[config.mk]
export PLATFORM = sky130hd
export DESIGN_NAME = ring_rr_arbiter_flat
export DESIGN_NICKNAME = d
export VERILOG_FILES = /design/src/rtl/ring_arb_pkg.sv /design/src/rtl/ring_rr_arbiter_if.sv /design/src/rtl/ring_arb_pick.sv /design/src/rtl/ring_rr_arbiter.sv /design/src/flat_wrapper.sv
export SDC_FILE = /design/constraint.sdc
export NUM_CORES = 1
export LEC_CHECK = 0
export CAP_MARGIN = 20
export CORE_MARGIN = 2
export CORE_UTILIZATION = 50
export DETAILED_ROUTE_END_ITERATION = 8
export DONT_BUFFER_PORTS = 1
export GPL_TIMING_DRIVEN = 0
export MAX_ROUTING_LAYER = met4
export PLACE_DENSITY = 0.69
export SYNTH_ARGS = -nofsm -noshare
export SYNTH_HDL_FRONTEND = slang
export SYNTH_HIERARCHICAL = 1
export SYNTH_SLANG_ARGS = --single-unit
[constraint.sdc]
create_clock -name clk -period 5 [get_ports clk]
set_input_delay 1 -clock clk [delete_from_list [all_inputs] [get_ports clk]]
set_output_delay 1 -clock clk [all_outputs]
set_load 0.02 [all_outputs]
[src/rtl/ring_arb_pkg.sv]
// Shared types and helpers for the ring round-robin arbiter.
// Helpers operate on 32-bit vectors, so requester count is limited to 32.
package ring_arb_pkg;

    localparam int MAX_REQ = 32;

    typedef enum logic {
        IDLE = 1'b0,
        BUSY = 1'b1
    } state_t;

    function automatic int onehot2bin(input logic [MAX_REQ-1:0] v);
        logic [MAX_REQ-1:0] tmp;
        int                 idx;
        tmp = v;
        idx = 0;
        for (int i = 0; i < MAX_REQ; i++) begin
            if (tmp[0]) idx = idx | i;
            tmp = tmp >> 1;
        end
        return idx;
    endfunction

    // Rotate a one-hot vector of n live bits left by one, wrapping bit n-1 to bit 0.
    function automatic logic [MAX_REQ-1:0] rotl1(input logic [MAX_REQ-1:0] v, input int n);
        logic [MAX_REQ-1:0] mask;
        mask = ~({MAX_REQ{1'b1}} << n);
        return ((v << 1) | (v >> (n - 1))) & mask;
    endfunction

endpackage

[src/rtl/ring_rr_arbiter_if.sv]
// Request/grant bundle between requesters (master) and the arbiter (slave).
interface ring_rr_arbiter_if #(
    parameter int NUMBER_OF_REQ = 4
);
    localparam int IW = $clog2(NUMBER_OF_REQ);

    logic [NUMBER_OF_REQ-1:0] req;
    logic [NUMBER_OF_REQ-1:0] gnt;
    logic                     gnt_valid;
    logic [IW-1:0]            gnt_id;
    logic                     preempt;

    modport master (
        output req,
        input  gnt,
        input  gnt_valid,
        input  gnt_id,
        input  preempt
    );

    modport slave (
        input  req,
        output gnt,
        output gnt_valid,
        output gnt_id,
        output preempt
    );

endinterface

[src/rtl/ring_arb_pick.sv]
// Combinational priority pick: first request at or above the one-hot pointer,
// otherwise wrap around to the lowest request.
module ring_arb_pick #(
    parameter int NUMBER_OF_REQ = 4
) (
    input  logic [NUMBER_OF_REQ-1:0] req_i,
    input  logic [NUMBER_OF_REQ-1:0] ptr_i,
    output logic [NUMBER_OF_REQ-1:0] win_o,
    output logic                     any_req_o
);
    localparam logic [NUMBER_OF_REQ-1:0] ONE = {{(NUMBER_OF_REQ-1){1'b0}}, 1'b1};

    logic [NUMBER_OF_REQ-1:0] mask_ge;
    logic [NUMBER_OF_REQ-1:0] masked;

    // ptr is one-hot, so ~(ptr-1) selects every slot from ptr upward.
    assign mask_ge   = ~(ptr_i - ONE);
    assign masked    = req_i & mask_ge;
    assign any_req_o = |req_i;

    always_comb begin
        win_o = '0;
        if (|masked) win_o = masked & (~masked + ONE);
        else         win_o = req_i & (~req_i + ONE);
    end

endmodule

[src/rtl/ring_rr_arbiter.sv]
// Round-robin arbiter with rotating one-hot priority pointer and registered grant.
// Optional per-tenure burst limit enabled by defining RING_ARB_BURST_LIMIT_EN.
module ring_rr_arbiter
    import ring_arb_pkg::*;
#(
    parameter int NUMBER_OF_REQ = 4,
    parameter int MAX_BURST     = 8
) (
    input  logic             clk,
    input  logic             stop,
    ring_rr_arbiter_if.slave bus
);
    localparam int N  = NUMBER_OF_REQ;
    localparam int IW = $clog2(N);

    state_t        state_q;
    logic [N-1:0]  ptr_q;
    logic [N-1:0]  gnt_q;
    logic [IW-1:0] gnt_id_q;
    logic          gnt_valid_q;

    logic [N-1:0]  win_d;
    logic [N-1:0]  ptr_d;
    logic [IW-1:0] gnt_id_d;
    logic          any_req;
    logic          owner_req;

    ring_arb_pick #(.NUMBER_OF_REQ(N)) u_pick (
        .req_i     (bus.req),
        .ptr_i     (ptr_q),
        .win_o     (win_d),
        .any_req_o (any_req)
    );

    assign ptr_d     = N'(rotl1(32'(win_d), N));
    assign gnt_id_d  = IW'(onehot2bin(32'(win_d)));
    assign owner_req = |(bus.req & gnt_q);

`ifdef RING_ARB_BURST_LIMIT_EN
    localparam int            CW       = $clog2(MAX_BURST);
    localparam logic [CW-1:0] CNT_LAST = CW'(MAX_BURST - 1);

    logic [CW-1:0] cnt_q;
    logic          preempt_q;
    logic          other_req;

    assign other_req   = |(bus.req & ~gnt_q);
    assign bus.preempt = preempt_q;
`else
    logic unused_burst;
    assign unused_burst = (MAX_BURST > 1);
    assign bus.preempt  = 1'b0;
`endif

    always_ff @(posedge clk or negedge stop) begin
        if (!stop) begin
            state_q     <= IDLE;
            ptr_q       <= {{(N-1){1'b0}}, 1'b1};
            gnt_q       <= '0;
            gnt_id_q    <= '0;
            gnt_valid_q <= 1'b0;
`ifdef RING_ARB_BURST_LIMIT_EN
            cnt_q       <= '0;
            preempt_q   <= 1'b0;
`endif
        end else begin
`ifdef RING_ARB_BURST_LIMIT_EN
            preempt_q <= 1'b0;
`endif
            unique case (state_q)
                IDLE: begin
                    if (any_req) begin
                        state_q     <= BUSY;
                        gnt_q       <= win_d;
                        gnt_id_q    <= gnt_id_d;
                        gnt_valid_q <= 1'b1;
                        ptr_q       <= ptr_d;
`ifdef RING_ARB_BURST_LIMIT_EN
                        cnt_q       <= '0;
`endif
                    end
                end
                BUSY: begin
                    // Owner release takes precedence over any burst-limit decision.
                    if (!owner_req) begin
                        state_q     <= IDLE;
                        gnt_q       <= '0;
                        gnt_id_q    <= '0;
                        gnt_valid_q <= 1'b0;
                    end
`ifdef RING_ARB_BURST_LIMIT_EN
                    else if (cnt_q == CNT_LAST) begin
                        // Saturate and keep the grant unless someone else is waiting.
                        if (other_req) begin
                            state_q     <= IDLE;
                            gnt_q       <= '0;
                            gnt_id_q    <= '0;
                            gnt_valid_q <= 1'b0;
                            preempt_q   <= 1'b1;
                        end
                    end else begin
                        cnt_q <= cnt_q + 1'b1;
                    end
`endif
                end
                default: state_q <= IDLE;
            endcase
        end
    end

    assign bus.gnt       = gnt_q;
    assign bus.gnt_id    = gnt_id_q;
    assign bus.gnt_valid = gnt_valid_q;

endmodule

[src/flat_wrapper.sv]
// flat-port wrapper written by rule: the top's interface ports become plain ports
module ring_rr_arbiter_flat import ring_arb_pkg::*;
#(
    parameter int NUMBER_OF_REQ = 4,
    parameter int MAX_BURST     = 8
)
  (clk, stop, bus_req, bus_gnt, bus_gnt_valid, bus_gnt_id, bus_preempt);
  ring_rr_arbiter_if #(.NUMBER_OF_REQ(NUMBER_OF_REQ)) bus_i ();
  input  logic clk;
  input  logic stop;
  input wire logic [$bits(bus_i.req)-1:0] bus_req;
  output wire logic [$bits(bus_i.gnt)-1:0] bus_gnt;
  output wire logic [$bits(bus_i.gnt_valid)-1:0] bus_gnt_valid;
  output wire logic [$bits(bus_i.gnt_id)-1:0] bus_gnt_id;
  output wire logic [$bits(bus_i.preempt)-1:0] bus_preempt;
  assign bus_i.req = bus_req;
  assign bus_gnt = bus_i.gnt;
  assign bus_gnt_valid = bus_i.gnt_valid;
  assign bus_gnt_id = bus_i.gnt_id;
  assign bus_preempt = bus_i.preempt;
  ring_rr_arbiter #(.NUMBER_OF_REQ(NUMBER_OF_REQ), .MAX_BURST(MAX_BURST)) u_core (.clk(clk), .stop(stop), .bus(bus_i));
endmodule
==> results.toml, run 1 <==
[status]
status = "finished, final reports clean"

[power]
sw_frac_of_total_pct = 41.66
switchingPower_mw = 0.2242
powerDensity_nw_per_um2 = 662.8
power.leakage_nw = 0.3895
seqPwrFrac_pct = 38.9
clock_power_share_pct = 14.7
p_int_mw = 0.3140
peakVddDrop_mv = 0.2873
p_comb_share_pct = 46.3

[global_route]
grt_max_degree = 13
grtUsageTotal_pct = 19.85
first_global_vias = 528
grt-ovfl-total = 0
grt_pass1_wl_mm = 2.511
antenna_found_initial = 0

[routing]
drc_errors = 0
drtPass1Iterations = 4
via_per_inst = 5.792
drt_iter0_drc = 5
wire_per_inst_um = 14.99
vias = 556
drtAntennaViolNets = 0
routed_wl_mm = 1.439

[place]
portBuffers = 0
gp_congestion = 0.8029
dpl.hpwl_mm = 1.098
preCtsSetupSlack_ns = 2.681

[layout]
fillers = 133
seq_area_um2 = 301.5
multi_input_area_um2 = 392.9
nets = 88
drive_gt1_share_pct = 23.75
antenna_cells = 0
syn_to_final_growth_pct = 7.450

[flow_run]
drv_cap = 0

[synthesis]
syn-num-nets = 83
netlist.area_leader.share_pct = 36.42
synth_area_leaders = "dfrtp_1 36%, mux2_4 7.9%, o22ai_1 6.6%, nand2_1 5.5%, mux2i_1 5.3%"
synth_cells = 76
ys_seq_area_share_pct = 39.90
synth_common_cells = "11 x dfrtp_1, 11 x nand2_1, 8 x o22ai_1, 7 x inv_1"
syn_area_um2 = 755.7
yosysTopAreaCell = "dfrtp_1"
synth_area_per_cell_um2 = 9.944
synth_edf_count = 0
synth_seq_cells = 12
synth_cell_types = 35
synth_flop_cell = "dfrtp_1"
yosysWarningCount = 6
synthArstFlopShare_pct = 100.0

[floorplan]
die_h_um = 42.88
start_util_pct = 51.98
coreArea_um2 = 1454
io_pins = 14
dieWidth_um = 42.88
rows = 14
dieArea_um2 = 1838

[clocking]
postCtsHoldBufs = 0
path_clk_slew_ns = 0.08
cts_tree = "done"
cts_sinks = 12
htreeDepth = 1
cts_resized = 0
cts_buffer_depth = 2
cts_setup_buffers = 0
clk-insertion-delay-late_ns = 0.29
numCtsBuffers = 3
cts_root_buffer = "clkbuf_4"

[timing]
slew_viol_final = 0
timing.final.crit_share_pct = 42.48
relSlewSlack_pct = 65.29
final_hold_viol_count = 0
setup_tns_ns = 0
fin_skew_ns = 0.005814
rsz0062_at_grt = "false"
finalHoldWorstSlack_ns = 0.3958
period_needed_ns = 2.124
worst_pin_slew_ns = 0.5150
finalWorstSetupSlack_ns = 2.876
finalSetupViolations = 0
fmax_ghz = 0.4708

[critical_path]
path_cells = "inv_1 > ha_1 > xnor2_1 > and2_1 > o41ai_2 > mux2i_1 > nor2_1 > a31o_1"
cp_slowest_stage_delay_ns = 0.57
crit_slowest_cell = "dfstp_2"
worstSetupEndpointType = "register"
path_max_fanout = 5
cp_data_required_time_ns = 5.23
cp.arrival_ns = 2.35
crit_buf_inv = 1
critPathLaunchType = "register"
worst-setup-path-type = "register to register"
worst_path_dominant_cell_family = "compound AO/OA/AOI/OAI gates"

[min_path]
hold_path_class = "input port to async pin"
==> area by class of cell <==
type	count	area share (%)
plain buffers	5	4.314
clock buffers	4	4.468
inverters	7	3.236
multi-input cells	52	48.38
flip-flops and latches	12	37.13
well taps	16	2.465
==> per-stage QoR <==
step	power [mW]	util (%)	cell area [um^2]	std cells
after floorplan	0.4138	-	755.7	76
after global placement	0.4539	53.36	775.7	92
after detailed placement	0.4596	53.36	775.7	92
after CTS	0.5386	55.85	812.0	96
after global routing	0.5757	55.85	812.0	96
final	0.5382	55.85	812.0	96
==> cells by family after synthesis <==
logic type	share of synthesized area (%)
AOI/OAI and AO/OA	17.88
xor gates and xnor gates	1.159
adders and majority gates	1.655
buffers and inverters	8.111
DFF	39.90
muxes	13.25
other	0.4962
and+or+nand+nor	17.55
==> per-layer routing <==
metal / part of all wire, % / vias to the layer above / global-route usage [%]
li1: - / 282 / -
met5: 0 / - / -
met4: 2.8 / 0 / 13.13
met1: 48 / 262 / 25.90
met2: 46 / 7 / 27.27
met3: 3.5 / 5 / 4.681
==> cell usage in the layout (no fill, tap or decap), drive strengths merged, types with 4 or more instances in the layout <==
cell type / instances
nand2: 11
dfrtp: 11
o22ai: 8
inv: 7
clkbuf: 5
mux2: 4
mux2i: 4
buf: 4
==> sequential cells by signal, summed over array words and instances, names as in the netlist <==
signal and flops:
u_core/bus.gnt 4, u_core/bus.gnt_id 2, u_core/bus.gnt_valid 1, u_core/ptr_q 4, u_core/state_q 1
==> power groups by stage <==
stage / clock (mW) / combinational, mW / sequential (mW)
CTS: 0.0794 / 0.249 / 0.210
detailed placement: 0 / 0.248 / 0.212
floorplan: 0 / 0.212 / 0.201
global placement: 0 / 0.242 / 0.212
global route: 0.0823 / 0.276 / 0.218
finish: 0.0793 / 0.249 / 0.209
==> path summary, 6_finish.rpt <==
check	start	to	slack (ns)	cells after the start
max	u_core/ptr_q[0]	u_core/bus.gnt[1]	2.88	8
min	stop	u_core/ptr_q[1]	0.40	0
max reg2reg	u_core/ptr_q[0]	u_core/bus.gnt[1]	2.88	8
min reg2reg	u_core/ptr_q[3]	u_core/ptr_q[3]	0.56	1
max in group asynchronous	stop	u_core/ptr_q[0]	4.44	0
min in group clk	u_core/ptr_q[3]	u_core/ptr_q[3]	0.56	1
==> worst reg2reg max path: stages, from the launching register on <==
cell and delay [ns]:
dfstp_2 0.57, inv_1 0.07, ha_1 0.21, xnor2_1 0.14, and2_1 0.20, o41ai_2 0.51
mux2i_1 0.15, nor2_1 0.12, a31o_1 0.10
(Power assumes the default switching activity.)
==> run 2: changes to the inputs <==
Clock period 5 ns to 2.2 ns, I/O delays scaled along.
==> results.toml, run 2 (synthesis results as in run 1) <==
[clocking]
cts_buffer_depth = 2
cts_tree = "done"
numCtsBuffers = 3
cts_setup_buffers = 0
htreeDepth = 1
cts_resized = 0
cts_root_buffer = "clkbuf_4"
clk-insertion-delay-late_ns = 0.29
cts_sinks = 12
path_clk_slew_ns = 0.08

[routing]
via_per_inst = 5.773
drc_errors = 0
wl_met1_um = 706
routed_wl_mm = 1.467
dr_wl_met3_um = 54
drt_iter0_drc = 7
vias = 560
top_layer = "met4"
wire_per_inst_um = 15.12
drtAntennaViolNets = 0
drtPass1Iterations = 4
met2_length_um = 666

[timing]
relSlewSlack_pct = 64.44
rsz0062_at_grt = "false"
final_hold_viol_count = 0
slew_viol_final = 0
fin_skew_ns = 0.004378
setup_tns_ns = 0
fmax_ghz = 0.4712
timing.final.crit_share_pct = 96.46
worst_pin_slew_ns = 0.5316
period_needed_ns = 2.122
finalSetupViolations = 0

[critical_path]
worst-setup-path-type = "register to register"
worst_path_dominant_cell_family = "compound AO/OA/AOI/OAI gates"
cp_data_required_time_ns = 2.43
path_cells = "inv_1 > ha_1 > xnor2_1 > and2_1 > o41ai_2 > mux2i_1 > nor2_1 > a31o_1"
worstSetupEndpointType = "register"
cp_slowest_stage_delay_ns = 0.57
r2r_start = "u_core/ptr_q[0]"
cp.arrival_ns = 2.35
crit_buf_inv = 1
crit_slowest_cell = "dfstp_2"
crit_start = "u_core/ptr_q[0]"
path_max_fanout = 5
critPathLaunchType = "register"

[power]
sw_frac_of_total_pct = 42.02
seqPwrFrac_pct = 38.7
p_int_mw = 0.7146
p_comb_share_pct = 46.6
peakVddDrop_mv = 0.6542
switchingPower_mw = 0.5178
clock_power_share_pct = 14.8
power.leakage_nw = 0.3936
powerDensity_nw_per_um2 = 1499

[place]
place_area_um2 = 775.7
dp_cells = 92
dpl.hpwl_mm = 1.098
portBuffers = 0
gp_congestion = 0.8029

[flow_run]
drv_cap = 0

[layout]
fin_cells = 97
fillers = 132
antenna_cells = 0
nets = 89
final_area_um2 = 822.0
syn_to_final_growth_pct = 8.775
drive_gt1_share_pct = 23.46
mostFrequentLayoutCells = "11 x nand2_1, 11 x dfrtp_1, 8 x o22ai_1, 7 x inv_1"

[floorplan]
rows = 14
start_util_pct = 51.98
die_h_um = 42.88
dieArea_um2 = 1838
dieWidth_um = 42.88
coreArea_um2 = 1454
io_pins = 14

[status]
status = "finished, final reports clean"

[min_path]
hold_path_class = "input port to register"
worstHoldStart = "bus_req[3]"

[global_route]
first_global_vias = 535
grt_max_degree = 13
antenna_found_initial = 0
grt_pass1_wl_mm = 2.532
grt-ovfl-total = 0
grtUsageTotal_pct = 20.04
[run 2: cell types whose count changed in the layout (fill, tap and decap cells not counted), sizes merged]
cell         change
dlygate4sd3      +1
[run 2: worst register-to-register path: stages (launching register included)]
cell	delay, ns
dfstp_2	0.57
inv_1	0.07
ha_1	0.21
xnor2_1	0.14
and2_1	0.20
o41ai_2	0.51
mux2i_1	0.15
nor2_1	0.12
a31o_1	0.10
[run 2: metal layers]
layer / vias to the layer above / global-route usage [%]
li1: 283 / -
met1: 264 / 26.17
met2: 8 / 27.58
met3: 5 / 4.681
met4: 0 / 13.13
met5: - / -
[run 2: what timing repair did]
action                     in CTS  in global routing
setup endpoints to repair       0                  0
hold endpoints to repair       12                  0
hold buffers                    1                  0
[run 2: layout make-up]
type / instances / area [um^2] / share of cell area (%)
Buffer: 5 / 35.03 / 4.262
Sequential cell: 12 / 301.5 / 36.68
Tap cell: 16 / 20.02 / 2.435
Timing Repair Buffer: 1 / 10.01 / 1.218
Clock buffer: 4 / 36.28 / 4.414
Multi-Input combinational cell: 52 / 392.9 / 47.79
Inverter: 7 / 26.28 / 3.196
[run 2: stage by stage]
step                      setup slack [ns]  hold slack, ns  power (mW)  util, %
after floorplan                     0.4064          0.1444      0.9403        -
after global placement              0.1697          0.1446       1.032    53.36
after detailed placement            0.1372          0.1446       1.045    53.36
after CTS                           0.1072          0.3410       1.229    56.54
after global routing              0.007341          0.3716       1.316    56.54
final                              0.07795          0.3407       1.232    56.54
[run 2: power by group through the flow]
stage          registers, mW  clock network [mW]  logic [mW]
4_1_cts                0.478               0.180       0.571
5_1_grt                0.494               0.189       0.633
2_1_floorplan          0.458                   0       0.483
3_3_place_gp           0.482                   0       0.550
6_report               0.477               0.182       0.574
3_5_place_dp           0.482                   0       0.563
[run 2: final timing paths]
check                               endpoint  cells after the start  slack (ns)
setup reg to reg           u_core/bus.gnt[1]                      8        0.08
min in group asynchronous    u_core/ptr_q[1]                      1        0.56
max in group asynchronous    u_core/ptr_q[0]                      1        1.28
setup / recovery           u_core/bus.gnt[1]                      8        0.08
hold reg to reg              u_core/ptr_q[3]                      1        0.57
hold / removal             u_core/bus.gnt[3]                      2        0.34
==> run 3: changes to the inputs <==
Settings changed: PLACE_DENSITY 0.69 to 0.65.
==> results.toml, run 3 (synthesis results as in run 1) <==
[status]
status = "finished, final reports clean"

[timing]
worst_pin_slew_ns = 0.5376
final_hold_viol_count = 0
relSlewSlack_pct = 64.04
fmax_ghz = 0.4806
setup_tns_ns = 0
finalSetupViolations = 0
period_needed_ns = 2.081
timing.final.crit_share_pct = 94.59
slew_viol_final = 0
rsz0062_at_grt = "false"
finalWorstSetupSlack_ns = 0.1191
fin_skew_ns = 0.003080

[global_route]
first_global_vias = 577
grt_max_degree = 13
grt-ovfl-total = 0
grtUsageTotal_pct = 20.27
antenna_found_initial = 0
grt_pass1_wl_mm = 2.691

[clocking]
clk-insertion-delay-late_ns = 0.27
htreeDepth = 1
cts_buffer_depth = 2
path_clk_slew_ns = 0.08
cts_root_buffer = "clkbuf_4"
cts_tree = "done"
numCtsBuffers = 3
cts_setup_buffers = 0
cts_sinks = 12

[layout]
final_area_um2 = 827.0
fin_cells = 97
nets = 89
drive_gt1_share_pct = 24.69
syn_to_final_growth_pct = 9.437
antenna_cells = 0
mostFrequentLayoutCells = "11 x nand2_1, 11 x dfrtp_1, 8 x o22ai_1, 7 x inv_1"

[critical_path]
worst-setup-path-type = "register to register"
cp.arrival_ns = 2.30
cp_data_required_time_ns = 2.42
path_max_fanout = 5
worstSetupEndpointType = "register"
r2r_slack_ns = 0.12
critPathLaunchType = "register"

[floorplan]
rows = 14
die_h_um = 42.88
dieArea_um2 = 1838
start_util_pct = 51.98
dieWidth_um = 42.88
io_pins = 14
coreArea_um2 = 1454

[place]
portBuffers = 0
place_area_um2 = 775.7
gp_congestion = 0.7678
dpl.hpwl_mm = 1.154
dp_cells = 92
preCtsSetupSlack_ns = 0.1393

[routing]
routed_wl_mm = 1.569
drt_iter0_drc = 5
via_per_inst = 6.082
vias = 590
wire_per_inst_um = 16.18
drtPass1Iterations = 4
drc_errors = 0
drtAntennaViolNets = 0

[power]
powerDensity_nw_per_um2 = 1503
power.leakage_nw = 0.3958
peakVddDrop_mv = 0.8485

[flow_run]
drv_cap = 0

[min_path]
hold_path_class = "input port to register"
run 3: routing by layer:
metal	wire [um]	GRT usage, %
met1	705	25.14
met2	801	31.52
met3	51	3.404
met4	10	10.63
met5	0	-
run 3: what timing repair did:
| action | 4_1_cts | 5_1_grt |
|---|---|---|
| gates resized for setup | 0 | 1 |
| endpoints found under the setup margin | 0 | 2 |
| hold buffers | 1 | 0 |
| endpoints found under the hold margin | 12 | 0 |
run 3: critical path, cell delays in order (launching register included):
cell     delay (ns)
dfstp_2        0.57
inv_1          0.07
ha_1           0.21
xnor2_1        0.14
and2_1         0.21
o41ai_2        0.47
mux2i_1        0.14
nor2_1         0.11
a31o_1         0.10
run 3: final timing paths:
kind                                endpoint       startpoint  cells past startpoint
max                        u_core/bus.gnt[1]  u_core/ptr_q[0]                      8
min                        u_core/bus.gnt[3]       bus_req[3]                      2
max reg2reg                u_core/bus.gnt[1]  u_core/ptr_q[0]                      8
min reg2reg                  u_core/ptr_q[3]  u_core/ptr_q[3]                      1
max in group asynchronous    u_core/ptr_q[0]             stop                      1
min in group asynchronous    u_core/ptr_q[1]             stop                      1
run 3: where the power goes:
group	leakage (nW)	switching, mW	internal, mW
sequential	0.151	0.165	0.317
clock	0.0210	0.0780	0.101
combinational	0.224	0.284	0.299
total	0.396	0.526	0.717
run 3: per-stage QoR:
step | hold WS [ns] | util (%) | total power, mW
floorplan | 0.1444 | - | 0.9403
global placement | 0.1447 | 53.36 | 1.034
detailed placement | 0.1447 | 53.36 | 1.049
CTS | 0.3304 | 56.54 | 1.242
global route | 0.3633 | 56.88 | 1.328
finish | 0.3306 | 56.88 | 1.243
run 3: final cells by class:
type	count	area, um^2
buffer	5	35.03
tap	16	20.02
sequential	12	301.5
fill	130	626.9
clock buffer	4	36.28
timing repair buffer	1	10.01
multi-input combinational	52	397.9
inverter	7	26.28
